--- src/rtl/wb_csr_bridge_pkg.sv ---
// rtl/wb_csr_bridge_pkg.sv - shared types, widths and byte-merge helper for the WB-to-CSR bridge
package wb_csr_bridge_pkg;

    localparam int CSR_AW_DEF = 14;
    localparam int CNT_W      = 2;

    typedef enum logic [1:0] {
        ST_IDLE  = 2'd0,
        ST_RWAIT = 2'd1,
        ST_WRITE = 2'd2,
        ST_ACK   = 2'd3
    } state_e;

    // Byte n of the result comes from new_d when sel[n] is set, otherwise from old_d.
    function automatic logic [31:0] byte_merge(input logic [31:0] old_d,
                                               input logic [31:0] new_d,
                                               input logic [3:0]  sel);
        logic [31:0] r;
        for (int n = 0; n < 4; n++) begin
            r[8*n +: 8] = sel[n] ? new_d[8*n +: 8] : old_d[8*n +: 8];
        end
        return r;
    endfunction

endpackage

--- src/rtl/wb_csr_bridge_if.sv ---
// rtl/wb_csr_bridge_if.sv - Wishbone slave side plus CSR bus side of the bridge
interface wb_csr_bridge_if import wb_csr_bridge_pkg::*; #(
    parameter int CSR_AW = CSR_AW_DEF
);
    logic [31:0]       wb_adr_i;
    logic [31:0]       wb_dat_i;
    logic [31:0]       wb_dat_o;
    logic [3:0]        wb_sel_i;
    logic              wb_we_i;
    logic              wb_cyc_i;
    logic              wb_stb_i;
    logic              wb_ack_o;
    logic [CSR_AW-1:0] csr_a;
    logic              csr_we;
    logic [31:0]       csr_do;
    logic [31:0]       csr_di;

    modport slave (
        input  wb_adr_i, wb_dat_i, wb_sel_i, wb_we_i, wb_cyc_i, wb_stb_i, csr_di,
        output wb_dat_o, wb_ack_o, csr_a, csr_we, csr_do
    );

    modport master (
        output wb_adr_i, wb_dat_i, wb_sel_i, wb_we_i, wb_cyc_i, wb_stb_i, csr_di,
        input  wb_dat_o, wb_ack_o, csr_a, csr_we, csr_do
    );

endinterface

--- src/rtl/wb_csr_bridge.sv ---
// rtl/wb_csr_bridge.sv - classic Wishbone slave translated to the single-word CSR bus
module wb_csr_bridge import wb_csr_bridge_pkg::*; #(
    parameter int CSR_AW   = CSR_AW_DEF,
    parameter int READ_LAT = 1
) (
    input  logic                sys_clk,
    input  logic                sys_rst,
    wb_csr_bridge_if.slave      bus
);

    state_e             state_q, state_d;
    logic [CNT_W-1:0]   cnt_q, cnt_d;
    logic [CSR_AW-1:0]  csr_a_q, csr_a_d;
    logic [31:0]        csr_do_q, csr_do_d;
    logic               csr_we_q, csr_we_d;
    logic               ack_q, ack_d;
    logic [31:0]        dat_o_q, dat_o_d;
    logic               is_wr_q, is_wr_d;
    logic [3:0]         sel_q, sel_d;
    logic [31:0]        wdat_q, wdat_d;

    logic unused_adr_bits;
    assign unused_adr_bits = ^{bus.wb_adr_i[31:CSR_AW+2], bus.wb_adr_i[1:0]};

    always_comb begin
        state_d  = state_q;
        cnt_d    = cnt_q;
        csr_a_d  = csr_a_q;
        csr_do_d = csr_do_q;
        csr_we_d = 1'b0;
        ack_d    = 1'b0;
        dat_o_d  = dat_o_q;
        is_wr_d  = is_wr_q;
        sel_d    = sel_q;
        wdat_d   = wdat_q;

        case (state_q)
            ST_IDLE: begin
                if (bus.wb_cyc_i && bus.wb_stb_i) begin
                    csr_a_d = bus.wb_adr_i[CSR_AW+1:2];
                    is_wr_d = bus.wb_we_i;
                    sel_d   = bus.wb_sel_i;
                    wdat_d  = bus.wb_dat_i;
                    if (bus.wb_we_i && bus.wb_sel_i == 4'hF) begin
                        csr_do_d = bus.wb_dat_i;
                        csr_we_d = 1'b1;
                        state_d  = ST_WRITE;
                    end else if (bus.wb_we_i && bus.wb_sel_i == 4'h0) begin
                        state_d  = ST_WRITE;
                    end else begin
                        cnt_d    = CNT_W'(READ_LAT - 1);
                        state_d  = ST_RWAIT;
                    end
                end
            end
            ST_RWAIT: begin
                if (cnt_q == '0) begin
                    if (is_wr_q) begin
                        // Partial write: merge the fresh CSR word with the latched bytes.
                        csr_do_d = byte_merge(bus.csr_di, wdat_q, sel_q);
                        csr_we_d = 1'b1;
                        state_d  = ST_WRITE;
                    end else begin
                        dat_o_d  = bus.csr_di;
                        ack_d    = bus.wb_cyc_i;
                        state_d  = ST_ACK;
                    end
                end else begin
                    cnt_d = cnt_q - 1'b1;
                end
            end
            ST_WRITE: begin
                ack_d   = bus.wb_cyc_i;
                state_d = ST_ACK;
            end
            default: begin
                state_d = ST_IDLE;
            end
        endcase
    end

    always_ff @(posedge sys_clk) begin
        if (sys_rst) begin
            state_q  <= ST_IDLE;
            cnt_q    <= '0;
            csr_a_q  <= '0;
            csr_do_q <= '0;
            csr_we_q <= 1'b0;
            ack_q    <= 1'b0;
            dat_o_q  <= '0;
            is_wr_q  <= 1'b0;
            sel_q    <= '0;
            wdat_q   <= '0;
        end else begin
            state_q  <= state_d;
            cnt_q    <= cnt_d;
            csr_a_q  <= csr_a_d;
            csr_do_q <= csr_do_d;
            csr_we_q <= csr_we_d;
            ack_q    <= ack_d;
            dat_o_q  <= dat_o_d;
            is_wr_q  <= is_wr_d;
            sel_q    <= sel_d;
            wdat_q   <= wdat_d;
        end
    end

    assign bus.csr_a    = csr_a_q;
    assign bus.csr_do   = csr_do_q;
    assign bus.csr_we   = csr_we_q;
    assign bus.wb_ack_o = ack_q;
    assign bus.wb_dat_o = dat_o_q;

endmodule

--- src/flat_wrapper.sv ---
// flat-port wrapper written by rule: the top's interface ports become plain ports
module wb_csr_bridge_flat import wb_csr_bridge_pkg::*;
#(
    parameter int CSR_AW   = CSR_AW_DEF,
    parameter int READ_LAT = 1
)
  (sys_clk, sys_rst, bus_wb_adr_i, bus_wb_dat_i, bus_wb_sel_i, bus_wb_we_i, bus_wb_cyc_i, bus_wb_stb_i, bus_csr_di, bus_wb_dat_o, bus_wb_ack_o, bus_csr_a, bus_csr_we, bus_csr_do);
  wb_csr_bridge_if #(.CSR_AW(CSR_AW)) bus_i ();
  input  logic sys_clk;
  input  logic sys_rst;
  input wire logic [$bits(bus_i.wb_adr_i)-1:0] bus_wb_adr_i;
  input wire logic [$bits(bus_i.wb_dat_i)-1:0] bus_wb_dat_i;
  input wire logic [$bits(bus_i.wb_sel_i)-1:0] bus_wb_sel_i;
  input wire logic [$bits(bus_i.wb_we_i)-1:0] bus_wb_we_i;
  input wire logic [$bits(bus_i.wb_cyc_i)-1:0] bus_wb_cyc_i;
  input wire logic [$bits(bus_i.wb_stb_i)-1:0] bus_wb_stb_i;
  input wire logic [$bits(bus_i.csr_di)-1:0] bus_csr_di;
  output wire logic [$bits(bus_i.wb_dat_o)-1:0] bus_wb_dat_o;
  output wire logic [$bits(bus_i.wb_ack_o)-1:0] bus_wb_ack_o;
  output wire logic [$bits(bus_i.csr_a)-1:0] bus_csr_a;
  output wire logic [$bits(bus_i.csr_we)-1:0] bus_csr_we;
  output wire logic [$bits(bus_i.csr_do)-1:0] bus_csr_do;
  assign bus_i.wb_adr_i = bus_wb_adr_i;
  assign bus_i.wb_dat_i = bus_wb_dat_i;
  assign bus_i.wb_sel_i = bus_wb_sel_i;
  assign bus_i.wb_we_i = bus_wb_we_i;
  assign bus_i.wb_cyc_i = bus_wb_cyc_i;
  assign bus_i.wb_stb_i = bus_wb_stb_i;
  assign bus_i.csr_di = bus_csr_di;
  assign bus_wb_dat_o = bus_i.wb_dat_o;
  assign bus_wb_ack_o = bus_i.wb_ack_o;
  assign bus_csr_a = bus_i.csr_a;
  assign bus_csr_we = bus_i.csr_we;
  assign bus_csr_do = bus_i.csr_do;
  wb_csr_bridge #(.CSR_AW(CSR_AW), .READ_LAT(READ_LAT)) u_core (.sys_clk(sys_clk), .sys_rst(sys_rst), .bus(bus_i));
endmodule
--- config.mk ---
export PLATFORM = sky130hd
export DESIGN_NAME = wb_csr_bridge_flat
export DESIGN_NICKNAME = d
export VERILOG_FILES = /design/src/rtl/wb_csr_bridge_pkg.sv /design/src/rtl/wb_csr_bridge_if.sv /design/src/rtl/wb_csr_bridge.sv /design/src/flat_wrapper.sv
export SDC_FILE = /design/constraint.sdc
export NUM_CORES = 1
export LEC_CHECK = 0
export BUFFER_PORTS_ARGS = -buffer_cell sky130_fd_sc_hd__buf_2
export CAP_MARGIN = 10
export CORE_ASPECT_RATIO = 0.9
export CORE_MARGIN = 1
export CORE_UTILIZATION = 45
export CTS_CLUSTER_SIZE = 24
export DETAILED_ROUTE_END_ITERATION = 16
export GPL_ROUTABILITY_DRIVEN = 1
export HOLD_SLACK_MARGIN = 0.05
export PLACE_DENSITY = 0.76
export SKIP_LAST_GASP = 1
export SLEW_MARGIN = 40
export SYNTH_ARGS = -nofsm -noshare
export SYNTH_HDL_FRONTEND = slang
export SYNTH_SLANG_ARGS = --single-unit
--- constraint.sdc ---
create_clock -name sys_clk -period 1.55 [get_ports sys_clk]
set_input_delay 0.2325 -clock sys_clk [delete_from_list [all_inputs] [get_ports sys_clk]]
set_output_delay 0.2325 -clock sys_clk [all_outputs]
set_load 0.02 [all_outputs]
==> flow_metrics.tcl <==
set metrics [dict create \
    outcome "finished, final reports clean" \
    synth-seq-cells 121 \
    yosys_warnings 0 \
    die_x_um 117 \
    ctsHtreeMaxLevel 4 \
    grt_pass1_vias 4797 \
    synth_area_mm2 0.00532 \
    rsz0062_at_grt "true" \
    place_area_mm2 0.00638 \
    vdd_drop_max_mv 0.837 \
    grt_pass1_wl_um 22700 \
    timing.reg2reg.setup_slack_ns 0.04 \
    min_to "u_core.bus.csr_a[1]$_SDFFE_PP0P_" \
    area_delta_synth_final_pct 34.0 \
    p_seq_share_pct 34.8 \
    nets 905 \
    vias 5039 \
    io_pins 185 \
    numCtsBuffers 17 \
    worst_pin_slew_ns 0.532 \
    crit_type "flip-flop to flip-flop" \
    start_util_pct 46.3 \
    cp-end-kind "flip-flop" \
    hold_depth 3 \
    die_height_um 105 \
    relSlewSlack_pct 64.5 \
    setup_viol 0 \
    switchingPower_mw 3.56 \
    cts-root-buf "clkbuf_16" \
    fin_cells 962 \
    clk_latency_ns 0.41 \
    wl_um 14400 \
    synth-async-reset-ratio_pct 0 \
    clk_pin_slew_worst_paths_ns 0.05 \
    avgSynthCellArea_um2 8.41 \
    layout_setup_ws_ns 0.0403 \
    synth_cells 632 \
    cp_data_required_time_ns 1.84 \
    gr-usage-all-layers_pct 24.1 \
    critPathMaxFanout 16 \
    avgRoutedWirePerCell_um 15.0 \
    p_int_mw 7.50 \
    ys_seq_area_share_pct 45.6 \
    post-route-util_pct 62.0 \
    final_hold_viol_count 0 \
    startpoint_type "flip-flop" \
    rows 37 \
    final.min_clock_period_ns 1.51 \
    min_from "bus_wb_adr_i[3]" \
    dr.first_iter.drc_count 463 \
    layout_commonest_cell "nand2_1" \
    clkPwrFrac_pct 34.6 \
    dp.cells 926 \
    synth_nets 742 \
    netSwitchingFraction_pct 32.2 \
    fillCellCount 967 \
    drv_cap 0 \
    regToRegEndpoint "u_core.bus.csr_do[14]$_SDFFE_PP0P_" \
    dp_slack_ns -0.0674 \
    tns_ns 0 \
    route.antenna.remaining_nets 0 \
    fmax_ghz 0.662 \
    clockBufferDepth 2 \
    antenna-diode-count 0 \
    port_buffers 166 \
    skew_ns 0.00536 \
    synth_edf_count 0 \
    ys.flop_type "dfxtp_1" \
    synthDistinctLibCells 28 \
    drc 0 \
    static-leakage-power_nw 3.23 \
    gp_congestion 0.771 \
    place_hpwl_um 9720 \
    hold_path.class "primary input to flip-flop" \
    first_pass_iters 5 \
    cts_tree "done" \
    arrival_ns 1.80 \
    core_mm2 0.0115 \
    power_density_mw_per_mm2 1550 \
    drive_gt1_share_pct 29.5 \
    combPwrFrac_pct 30.6 \
    via_per_inst 5.24 \
    reg2reg_depth 6 \
    cts_sinks 121 \
    overflow 0 \
    report.final.slew_viol_count 0 \
    fin_crit_sh_pct 97.4 \
    antenna_found_initial 0 \
    dieArea_mm2 0.0123 \
    cts_setup_buffers 0 \
    grt_max_degree 34 \
    final_cell_mix "nand2_1, buf_2, dfxtp_1, a21oi_1, mux2i_1" \
    r2r_start "u_core.state_q[1]$_SDFFE_PP0P_" \
    fin_area_mm2 0.00712 \
]
==> metal layers <==
layer	up-vias	part of all wire (%)	GRT usage (%)	wire length [µm]
met5	-	0	0	0
met4	0	2.9	11.2	416
met3	36	7.2	7.77	1040
met2	200	48	39.1	6860
met1	2365	42	28.6	6070
li1	2438	-	-	-
==> critical path, cell delays in order, from the launching register on <==
cell     delay, ns
dfxtp_2       0.33
inv_2         0.10
ha_4          0.21
nand3_2       0.12
a22o_4        0.32
buf_12        0.17
mux2i_1       0.13
==> state kept, by name, summed over array words and instances (netlist names) <==
signal	flops
u_core.bus.wb_dat_o	32
u_core.bus.csr_a	14
u_core.bus.wb_ack_o	1
u_core.sel_q	4
u_core.cnt_q	2
u_core.bus.csr_we	1
u_core.state_q	2
u_core.is_wr_q	1
u_core.wdat_q	32
u_core.bus.csr_do	32
==> through the flow <==
stage                     power, mW  hold WS (ns)
after global routing           11.6        0.0563
after CTS                      10.9        0.0508
after floorplan                6.04         0.366
after detailed placement       7.03         0.446
final                          11.1        0.0630
after global placement         6.91         0.439
==> synth_stat cells, drive strengths merged (2+ instances only) <==
cell,number,area [µm²]
nand2,172,646
dfxtp,121,2420
a21oi,88,440
mux2i,66,661
nand2b,36,225
a211o,34,298
nor2,33,124
buf,28,195
clkbuf,24,90.1
ha,5,62.6
inv,5,18.8
nand3,5,25.0
nor2b,2,12.5
nor3b,2,15.0
==> power by group through the flow <==
stage | logic (mW) | clock network [mW] | registers [mW]
after global placement | 3.04 | 0 | 3.87
after floorplan | 1.73 | 0 | 4.30
final | 3.38 | 3.83 | 3.85
after detailed placement | 3.13 | 0 | 3.90
after CTS | 3.18 | 3.89 | 3.85
after global routing | 3.64 | 4.03 | 3.90
==> kinds of logic (layout without fill, tap and decap cells) <==
| logic type | Yosys count | count (layout) | share of synthesized area, % |
|---|---|---|---|
| mux | 66 | 66 | 12.4 |
| compound gates | 127 | 127 | 14.6 |
| flops | 121 | 121 | 45.6 |
| simple gates | 256 | 256 | 20.5 |
| buf+inv | 57 | 231 | 5.72 |
| fa+ha+maj | 5 | 5 | 1.18 |
==> worst max-delay path by stage <==
stage                              startpoint                                 end  slack, ns  depth (start not counted)
5_1_grt        u_core.state_q[0]$_SDFFE_PP0P_       u_core.wdat_q[8]$_SDFFE_PP0P_     -0.008                          6
3_3_place_gp   u_core.state_q[0]$_SDFFE_PP0P_   u_core.bus.csr_a[11]$_SDFFE_PP0P_       0.02                          7
3_5_place_dp   u_core.state_q[0]$_SDFFE_PP0P_    u_core.bus.csr_a[5]$_SDFFE_PP0P_      -0.07                          7
4_1_cts        u_core.state_q[0]$_SDFFE_PP0P_  u_core.bus.csr_do[22]$_SDFFE_PP0P_       0.02                          6
6_report       u_core.state_q[1]$_SDFFE_PP0P_  u_core.bus.csr_do[14]$_SDFFE_PP0P_       0.04                          6
2_1_floorplan  u_core.state_q[1]$_SDFFE_PP0P_  u_core.bus.csr_do[10]$_SDFFE_PP0P_      0.006                          8
==> area by class of cell <==
type	count	area (µm²)	share of cell area [%]
timing repair buffer	196	1240	17.4
multi-input combinational	454	2670	37.5
clock inverter	9	97.6	1.37
sequential	121	2420	34.0
inverter	5	18.8	0.263
clock buffer	21	480	6.75
tap	156	195	2.74
==> timing repair <==
item                                    4_1_cts  5_1_grt
cloned                                        0        1
hold buffers                                  5        0
pin swaps                                     0        1
resized for setup                             4       16
endpoints found under the setup margin       91       95
endpoints found under the hold margin         5        0
Note: power is estimated with default switching activity, not from simulation.
